$ cat config.mk
export PLATFORM = sky130hd
export DESIGN_NAME = button_display_ctrl
export DESIGN_NICKNAME = d
export VERILOG_FILES = /design/src/rtl/button_display_ctrl_pkg.sv /design/src/rtl/button_filter.sv /design/src/rtl/button_display_ctrl.sv
export SDC_FILE = /design/constraint.sdc
export NUM_CORES = 1
export LEC_CHECK = 0
export ABC_CLOCK_PERIOD_IN_PS = 4200
export BUFFER_PORTS_ARGS = -buffer_cell sky130_fd_sc_hd__buf_2
export CELL_PAD_IN_SITES_DETAIL_PLACEMENT = 1
export CELL_PAD_IN_SITES_GLOBAL_PLACEMENT = 1
export CORE_ASPECT_RATIO = 1.2
export CORE_UTILIZATION = 45
export DETAILED_ROUTE_END_ITERATION = 12
export HOLD_SLACK_MARGIN = 0.06
export PLACE_DENSITY = 0.73
export SKIP_CTS_REPAIR_TIMING = 1
export SLEW_MARGIN = 20
export SYNTH_ARGS = -nofsm -noshare
export SYNTH_HDL_FRONTEND = slang
export SYNTH_HIERARCHICAL = 1
export SYNTH_SLANG_ARGS = --single-unit
$ cat constraint.sdc
create_clock -name clk -period 4.2 [get_ports clk]
set_clock_uncertainty 0.1 [all_clocks]
set_input_delay 0.63 -clock clk [delete_from_list [all_inputs] [get_ports clk]]
set_output_delay 0.63 -clock clk [all_outputs]
set_load 0.01 [all_outputs]
$ cat src/rtl/button_display_ctrl_pkg.sv
// Shared definitions for the button overlay controller: button indices,
// FSM state type and a one-hot helper used by demo mode.
package button_display_ctrl_pkg;

  localparam int unsigned NUM_BTNS = 12;

  // Bit positions in raw_buttons / btn_show; the renderer uses the same order.
  typedef enum logic [3:0] {
    BTN_A      = 4'd0,
    BTN_B      = 4'd1,
    BTN_X      = 4'd2,
    BTN_Y      = 4'd3,
    BTN_START  = 4'd4,
    BTN_L      = 4'd5,
    BTN_R      = 4'd6,
    BTN_Z      = 4'd7,
    BTN_DUP    = 4'd8,
    BTN_DDOWN  = 4'd9,
    BTN_DRIGHT = 4'd10,
    BTN_DLEFT  = 4'd11
  } btn_e;

  typedef enum logic [1:0] {
    ST_LIVE     = 2'd0,
    ST_DEMO_ON  = 2'd1,
    ST_DEMO_OFF = 2'd2
  } state_e;

  // Single lit button for demo mode.
  function automatic logic [NUM_BTNS-1:0] onehot(input logic [3:0] idx);
    return {{(NUM_BTNS-1){1'b0}}, 1'b1} << idx;
  endfunction

endpackage

$ cat src/rtl/button_filter.sv
// One button's debounce and release-stretch filter, advanced once per frame tick.
module button_filter #(
  parameter int unsigned DEB_FRAMES  = 2,
  parameter int unsigned HOLD_FRAMES = 4
) (
  input  logic clk,
  input  logic rst_n,
  input  logic tick,
  input  logic pend,
  output logic deb,
  output logic live,
  output logic rise
);

  localparam int unsigned CW = $clog2(DEB_FRAMES + 1);
  // A zero-width hold counter is not legal, so HOLD_FRAMES=0 keeps one constant-zero bit.
  localparam int unsigned HW = (HOLD_FRAMES > 0) ? $clog2(HOLD_FRAMES + 1) : 1;
  localparam logic [CW-1:0] CNT_LAST  = CW'(DEB_FRAMES - 1);
  localparam logic [HW-1:0] HOLD_INIT = HW'(HOLD_FRAMES);

  logic          deb_q, deb_d;
  logic [CW-1:0] cnt_q, cnt_d;
  logic [HW-1:0] hold_q, hold_d;

  // Next filter state as it would be after a tick; only committed on a tick.
  always_comb begin
    deb_d  = deb_q;
    cnt_d  = '0;
    hold_d = hold_q;
    if (pend != deb_q) begin
      if (cnt_q == CNT_LAST) begin
        deb_d = pend;
      end else if (cnt_q < CNT_LAST) begin
        cnt_d = cnt_q + 1'b1;
      end else begin
        cnt_d = cnt_q;
      end
    end
    if (deb_d) begin
      hold_d = HOLD_INIT;
    end else if (hold_q != '0) begin
      hold_d = hold_q - 1'b1;
    end
  end

  // Filter registers advance only on frame ticks.
  always_ff @(posedge clk) begin
    if (!rst_n) begin
      deb_q  <= 1'b0;
      cnt_q  <= '0;
      hold_q <= '0;
    end else if (tick) begin
      deb_q  <= deb_d;
      cnt_q  <= cnt_d;
      hold_q <= hold_d;
    end
  end

  assign deb  = deb_q;
  assign live = deb_d | (hold_d != '0);
  assign rise = tick & deb_d & ~deb_q;

endmodule

$ cat src/rtl/button_display_ctrl.sv
// Frame-synchronous button enable sequencer for the input viewer overlay:
// pending latch, vsync edge detect, per-button filters and live/demo FSM.
module button_display_ctrl
  import button_display_ctrl_pkg::*;
#(
  parameter int unsigned DEB_FRAMES  = 2,
  parameter int unsigned HOLD_FRAMES = 4,
  parameter int unsigned DEMO_FRAMES = 30
) (
  input  logic                clk,
  input  logic                rst_n,
  input  logic                vsync,
  input  logic                raw_valid,
  input  logic [NUM_BTNS-1:0] raw_buttons,
  input  logic                demo_en,
  output logic [NUM_BTNS-1:0] btn_show,
  output logic                demo_active,
  output logic [3:0]          demo_idx
);

  localparam int unsigned DCW = $clog2(DEMO_FRAMES + 1);
  localparam logic [DCW-1:0] DCNT_LAST = DCW'(DEMO_FRAMES - 1);

  logic                vsync_q, vsync_d;
  logic                armed_q, armed_d;
  logic [NUM_BTNS-1:0] pend_q, pend_d;
  state_e              state_q, state_d;
  logic [NUM_BTNS-1:0] btn_show_q, btn_show_d;
  logic                demo_active_q, demo_active_d;
  logic [3:0]          demo_idx_q, demo_idx_d;
  logic [DCW-1:0]      dcnt_q, dcnt_d;

  logic                frame_tick;
  logic [NUM_BTNS-1:0] live;
  logic [NUM_BTNS-1:0] rise;
  logic [NUM_BTNS-1:0] unused_deb;
  logic [3:0]          idx_next;

  // armed_q blocks a tick on the first cycle after reset even if vsync is already high.
  always_comb begin
    vsync_d    = vsync;
    armed_d    = 1'b1;
    frame_tick = vsync & ~vsync_q & armed_q;
    pend_d     = raw_valid ? raw_buttons : pend_q;
  end

  for (genvar i = 0; i < NUM_BTNS; i++) begin : g_btn
    button_filter #(
      .DEB_FRAMES (DEB_FRAMES),
      .HOLD_FRAMES(HOLD_FRAMES)
    ) u_filter (
      .clk  (clk),
      .rst_n(rst_n),
      .tick (frame_tick),
      .pend (pend_q[i]),
      .deb  (unused_deb[i]),
      .live (live[i]),
      .rise (rise[i])
    );
  end

  // Live/demo sequencing, evaluated on frame ticks; exit outranks all other moves.
  always_comb begin
    state_d    = state_q;
    btn_show_d = btn_show_q;
    demo_idx_d = demo_idx_q;
    dcnt_d     = dcnt_q;
    idx_next   = (demo_idx_q == 4'(BTN_DLEFT)) ? 4'd0 : demo_idx_q + 4'd1;
    if (frame_tick) begin
      case (state_q)
        ST_LIVE: begin
          if (demo_en) begin
            state_d    = ST_DEMO_ON;
            demo_idx_d = 4'd0;
            dcnt_d     = '0;
            btn_show_d = onehot(4'd0);
          end else begin
            btn_show_d = live;
          end
        end
        ST_DEMO_ON, ST_DEMO_OFF: begin
          if (!demo_en || (|rise)) begin
            state_d    = ST_LIVE;
            btn_show_d = live;
            demo_idx_d = 4'd0;
            dcnt_d     = '0;
          end else if (state_q == ST_DEMO_OFF) begin
            state_d    = ST_DEMO_ON;
            demo_idx_d = idx_next;
            dcnt_d     = '0;
            btn_show_d = onehot(idx_next);
          end else if (dcnt_q == DCNT_LAST) begin
            state_d    = ST_DEMO_OFF;
            btn_show_d = '0;
          end else begin
            dcnt_d     = dcnt_q + 1'b1;
            btn_show_d = onehot(demo_idx_q);
          end
        end
        default: begin
          state_d    = ST_LIVE;
          btn_show_d = live;
          demo_idx_d = 4'd0;
          dcnt_d     = '0;
        end
      endcase
    end
    demo_active_d = (state_d != ST_LIVE);
  end

  // All top-level state, cleared synchronously.
  always_ff @(posedge clk) begin
    if (!rst_n) begin
      vsync_q       <= 1'b0;
      armed_q       <= 1'b0;
      pend_q        <= '0;
      state_q       <= ST_LIVE;
      btn_show_q    <= '0;
      demo_active_q <= 1'b0;
      demo_idx_q    <= 4'd0;
      dcnt_q        <= '0;
    end else begin
      vsync_q       <= vsync_d;
      armed_q       <= armed_d;
      pend_q        <= pend_d;
      state_q       <= state_d;
      btn_show_q    <= btn_show_d;
      demo_active_q <= demo_active_d;
      demo_idx_q    <= demo_idx_d;
      dcnt_q        <= dcnt_d;
    end
  end

  assign btn_show    = btn_show_q;
  assign demo_active = demo_active_q;
  assign demo_idx    = demo_idx_q;

endmodule

Word-level counts from Yosys, hierarchy flattened

Cells that the tools add are included.
Widths: inputs -> output; s select.

Bits in writable memories: 0
Bits in latches: 0
Word-level logic and storage cells: 328
Memories kept: 0
Memory bits (read-only): 0
Register bits after elaboration: 110

Bitwise gates (word level): 51
Multipliers: 0
Muxes and demuxes: 106
Reduce and logical (&&, ||, !) cells: 44
$add $sub $neg: 26
Equal/unequal tests: 43
Magnitude comparators: 12
Shift operators: 2
Divide/modulo/power cells: 0

Operators with widths:

| operator             | count |
|---|---|
| $mux 2               | 41 |
| $mux 3               | 24 |
| $reduce_bool 3->1    | 24 |
| $mux 12              | 4 |
| $ne 3x3->1 const B   | 13 |
| $sub 3x1->3 const B  | 12 |
| $and 1x1->1          | 26 |
| $eq 2x1->1 const B   | 13 |
| $mux 1               | 25 |
| $add 2x1->2 const B  | 12 |
| $lt 2x1->1 const B   | 12 |
| $pmux 12 s2          | 1 |
| $reduce_and 2->1     | 12 |
| $shl 1x4->12 const A | 2 |
| $mux 5               | 4 |
| $mux 4               | 4 |
| $not 1->1            | 13 |
| $ne 1x1->1           | 12 |
| $or 1x1->1           | 12 |
| $reduce_or 12->1     | 1 |
| $pmux 5 s2           | 1 |
| $pmux 4 s2           | 1 |
| $reduce_and 3->1     | 2 |
| $add 5x1->5 const B  | 1 |
| 12 further kinds     | 12 |

Logic depth before layout (Yosys ltp)

Depth after elaboration: 11
Depth in mapped cells: 10

Modules after synthesis

The synthesis kept the hierarchy.

By module, submodules not included:

| module              | cells each | area each (sq um) | times used |
|---|---|---|---|
| button_filter       | 39         | 355.3             | 12 |
| button_display_ctrl | 257        | 2160.8            | 1 |

Least setup slack after synthesis

OpenSTA, ideal clock, no wires.

Kind: input port to flip-flop
From: input port vsync
To: register demo_active_q, in the netlist demo_active
Arrival: 3.061 ns
Stages on the path: 9
Buffers on the path: 0
Data required time: 3.980 ns
Slack: 0.919 ns
Path through: nand3b_1 > inv_2 > nand3b_1 > nor3b_1 > nor4b_4 > and4_1 > a32oi_1 > a2111oi_2 > or2_1

Word-level cells in the longest chain between the ends: 10
Elaborated cells between the ends (all ways): 32
Those cells by class: mux (3); bitwise (26); reduce/logical (3)

Ends and longest elaborated chain:

| item                      | RTL line                   | text |
|---|---|---|
| start, declared           | button_display_ctrl.sv:12  | `input logic vsync,` |
| $and 1x1->1 (2 in series) | button_display_ctrl.sv:43  | `frame_tick = vsync & ~vsync_q & armed_q;` |
| named net frame_tick      | button_display_ctrl.sv:33  | `logic frame_tick;` |
| $and 1x1->1 (2 in series) | button_filter.sv:61        | `assign rise = tick & deb_d & ~deb_q;` |
| named net rise[7]         | button_display_ctrl.sv:35  | `logic [NUM_BTNS-1:0] rise;` |
| $reduce_or 12->1          | button_display_ctrl.sv:82  | `if (!demo_en \|\| (\|rise)) begin` |
| $logic_or 1x1->1          | button_display_ctrl.sv:82  |  |
| $mux 2                    | button_display_ctrl.sv:82  |  |
| $pmux 2 s2                | button_display_ctrl.sv:70  | `case (state_q)` |
| $mux 2                    | button_display_ctrl.sv:69  | `if (frame_tick) begin` |
| $reduce_bool 2->1         | button_display_ctrl.sv:108 | `demo_active_d = (state_d != ST_LIVE);` |
| end signal, assigned      | button_display_ctrl.sv:128 | `demo_active_q <= demo_active_d;` |
| end, declared             | button_display_ctrl.sv:29  | `logic demo_active_q, demo_active_d;` |

The timed path passes the listed nets, and every way through them passes these cells.
A chain may end at the register's enable or synchronous reset.

Worst setup path after layout

From: input port vsync
To: register dcnt_q[4]

Word-level cells in the longest chain between the ends: 8
Elaborated cells between the ends (all ways): 32
Those cells by class: eq/ne (1); mux (2); bitwise (26); reduce/logical (3)

Ends and longest elaborated chain:

| item                                                            | RTL line                   | text |
|---|---|---|
| $and 1x1->1 (*) (2 in series)                                   | button_display_ctrl.sv:43  |  |
| named net frame_tick                                            | button_display_ctrl.sv:33  |  |
| $and 1x1->1 (*) (2 in series)                                   | button_filter.sv:61        |  |
| named net rise[9]                                               | button_display_ctrl.sv:35  |  |
| $reduce_or 12->1 (*)                                            | button_display_ctrl.sv:82  |  |
| $logic_or 1x1->1 (*)                                            | button_display_ctrl.sv:82  |  |
| $ne 4x4->1 (no source line) or $mux 5 (tied branches)           | --                         |  |
| $reduce_and 3->1 (no source line) or $pmux 5 s2 (tied branches) | --                         |  |
| end signal, assigned                                            | button_display_ctrl.sv:130 | `dcnt_q <= dcnt_d;` |
| end, declared                                                   | button_display_ctrl.sv:31  | `logic [DCW-1:0] dcnt_q, dcnt_d;` |

The timed path passes the listed nets; every way through them passes the cells marked *.

==> metrics <==
Max Clk Rate=0.346 GHz; die area=14800 sq um; Synth warnings=6; startpoint types=input port; most frequent cells after synthesis=dfxtp_1, inv_1, nand2_1; Yosys top cell by area=dfxtp_1; WL final=16400 um; total CTS buffers=9; Worst EP arrival=3.08 ns; Longest Clk Path Bufs=2; register area share after synthesis=0.343; IO Pins=34; top_reg_cell synth=dfxtp_1; antenna violations before repair=0; Max-Cap Viols=0; H-Tree Level Count=3; critical path class=in2reg; crit-path max FO=81; Worst-Skew Late Latency=0.36 ns; row cnt=47; post-synth cell types=63; DR pass1 iterations=8; CP Capture Point=dcnt_q[4]; CTS tree=built; outcome=finished, violations left; Final nets=826; vias in the first global route=5594; mapped cell area=6420 sq um; Die Width=111 um; final-report max-slew violation count=0; Avg Cell Area, Syn=8.86 sq um; port bufs=33; #FFs+latches synth=110; critical path required time=4.40 ns; Final min period=2.89 ns; Area contributors post-synth=dfxtp_1, ha_1, inv_1; reg2reg start=vsync_q; first-pass GRT wire length=27500 um; Final period util=0.688; Setup crit end kind=register; final setup fails=0; DRC Markers=4; total number of vias=5381; WP buf/inv=3; share of post-route cells with drive strength above 1=0.125; Yosys top cell area share=0.343; Post-synth EDFFs=0; CTS root buffer=clkbuf_16; critical path's top delay family=simple AND/OR/NAND/NOR gates; GRT Util Overall=0.231; Peak VDD IR=0.188 mV; aggregate global routing overflow=0; Routed Antenna Nets=0; TritonCTS Sinks=110; Worst R2R Path Depth=10; failing checks=DRC; wire length per cell=17.5 um; final hold vios=0; worst slew pin tran=0.626 ns; max_slew headroom=0.580; Leak=2.98 nW; Clk pin slew, worst setup/hold paths=0.07 ns; r2r setup slk=1.36 ns; Core Region=13900 sq um; Hold WC Path Type=in2reg; dpl ws=0.992 ns; crit path from=vsync; CP max stage cell=or4_1; ANT cells=0; crit path setup slack, layout=1.31 ns; Post-Synthesis Cells=725; chip height=133 um; routability cong.=0.833; drt via density=5.74; area of the multi-input gates=3840 sq um; drt initial violations=214; crit path cell chain=buf_2, nand3b_1, inv_2, buf_12, nand3b_1, nor3b_1, nor3_1, and4_1, nand4_1, or4_1, o21ai_1; CP dominant cell by count=nand3b_1; setup repair after global routing missed its margin=false; Critical Path Stages=11; register area=2200 sq um; FILL cells=1651; setup TNS=0 ns; Cell Pwr Density=315 nW/um^2; crit-path max cell delay=0.52 ns; Post-Syn Nets=789; area delta synth->final=10.3%; asr flop ratio synth=0; most numerous cell in the Yosys netlist=dfxtp_1; RR Endpoint=dcnt_q[4]; detailed placement HPWL=12100 um; Starting Density=0.463; largest net degree at the start of global routing=82
[kinds of logic after synthesis]
kind of cell               after synthesis  synth area share
AOI/OAI and AO/OA                      130             0.156
xor gates and xnor gates                24            0.0327
adders and majority gates               47            0.0915
buffers and inverters                  100            0.0592
DFF                                    110             0.343
muxes                                   25            0.0483
and+or+nand+nor                        289             0.269
[per-layer routing]
| layer | GRT usage | up-vias | share of wire |
|---|---|---|---|
| li1 | - | 2652 | - |
| met1 | 0.280 | 2651 | 0.45 |
| met2 | 0.423 | 64 | 0.51 |
| met3 | 0.0252 | 14 | 0.017 |
| met4 | 0.0796 | 0 | 0.013 |
| met5 | 0 | - | 0 |
[sequential cells by signal, indices dropped and copies added (netlist names)]
name	cells
pend_q	12
state_q	2
demo_idx	4
g_btn.u_filter/cnt_q	24
demo_active	1
vsync_q	1
g_btn.u_filter/deb	12
g_btn.u_filter/hold_q	36
armed_q	1
dcnt_q	5
btn_show	12
[how the worst min path moves through the flow]
stage,cells past startpoint,to,startpoint,slack (ns)
3_3_place_gp,2,btn_show[0],btn_show[0],0.37
4_1_cts,1,btn_show[7],btn_show[7],0.39
5_1_grt,2,vsync_q,vsync,0.39
3_5_place_dp,1,btn_show[7],btn_show[7],0.37
2_1_floorplan,2,dcnt_q[4],dcnt_q[4],0.35
6_report,2,vsync_q,vsync,0.40
[placed cells by master (no fill, tap or decap), types with 13 or more instances in the layout]
master / n
dfxtp_1: 110
inv_1: 85
nand2_1: 71
ha_1: 47
buf_2: 33
nor2_1: 31
a21oi_1: 31
xnor2_1: 24
nor3_1: 21
nand2b_1: 17
o21ai_0: 17
and3_1: 16
a31oi_1: 15
nor2b_1: 14
or3_1: 14
nand3b_1: 13
mux2i_1: 13
a2111oi_2: 13
nand4b_1: 13
[layout make-up]
cell class,count,area share
Clock buffer,14,0.0372
Multi-Input combinational cell,515,0.542
Timing Repair Buffer,39,0.0314
Inverter,87,0.0461
Sequential cell,110,0.311
Tap cell,171,0.0302
Clock inverter,2,0.00229
[through the flow]
stage / hold WS, ns / instances / util / cell area (sq um) / total power, mW
2_1_floorplan: 0.352 / 725 / - / 6420 / 1.33
3_3_place_gp: 0.370 / 922 / 0.491 / 6810 / 1.41
3_5_place_dp: 0.374 / 922 / 0.491 / 6810 / 1.43
4_1_cts: 0.390 / 938 / 0.511 / 7090 / 2.27
5_1_grt: 0.395 / 938 / 0.511 / 7090 / 2.33
6_report: 0.400 / 938 / 0.511 / 7090 / 2.23
[where the power goes]
part / switching, mW / internal [mW]
Clock: 0.389 / 0.438
Combinational: 0.168 / 0.128
Sequential: 0.0347 / 1.08
Note: power is estimated with default switching activity, not from simulation.
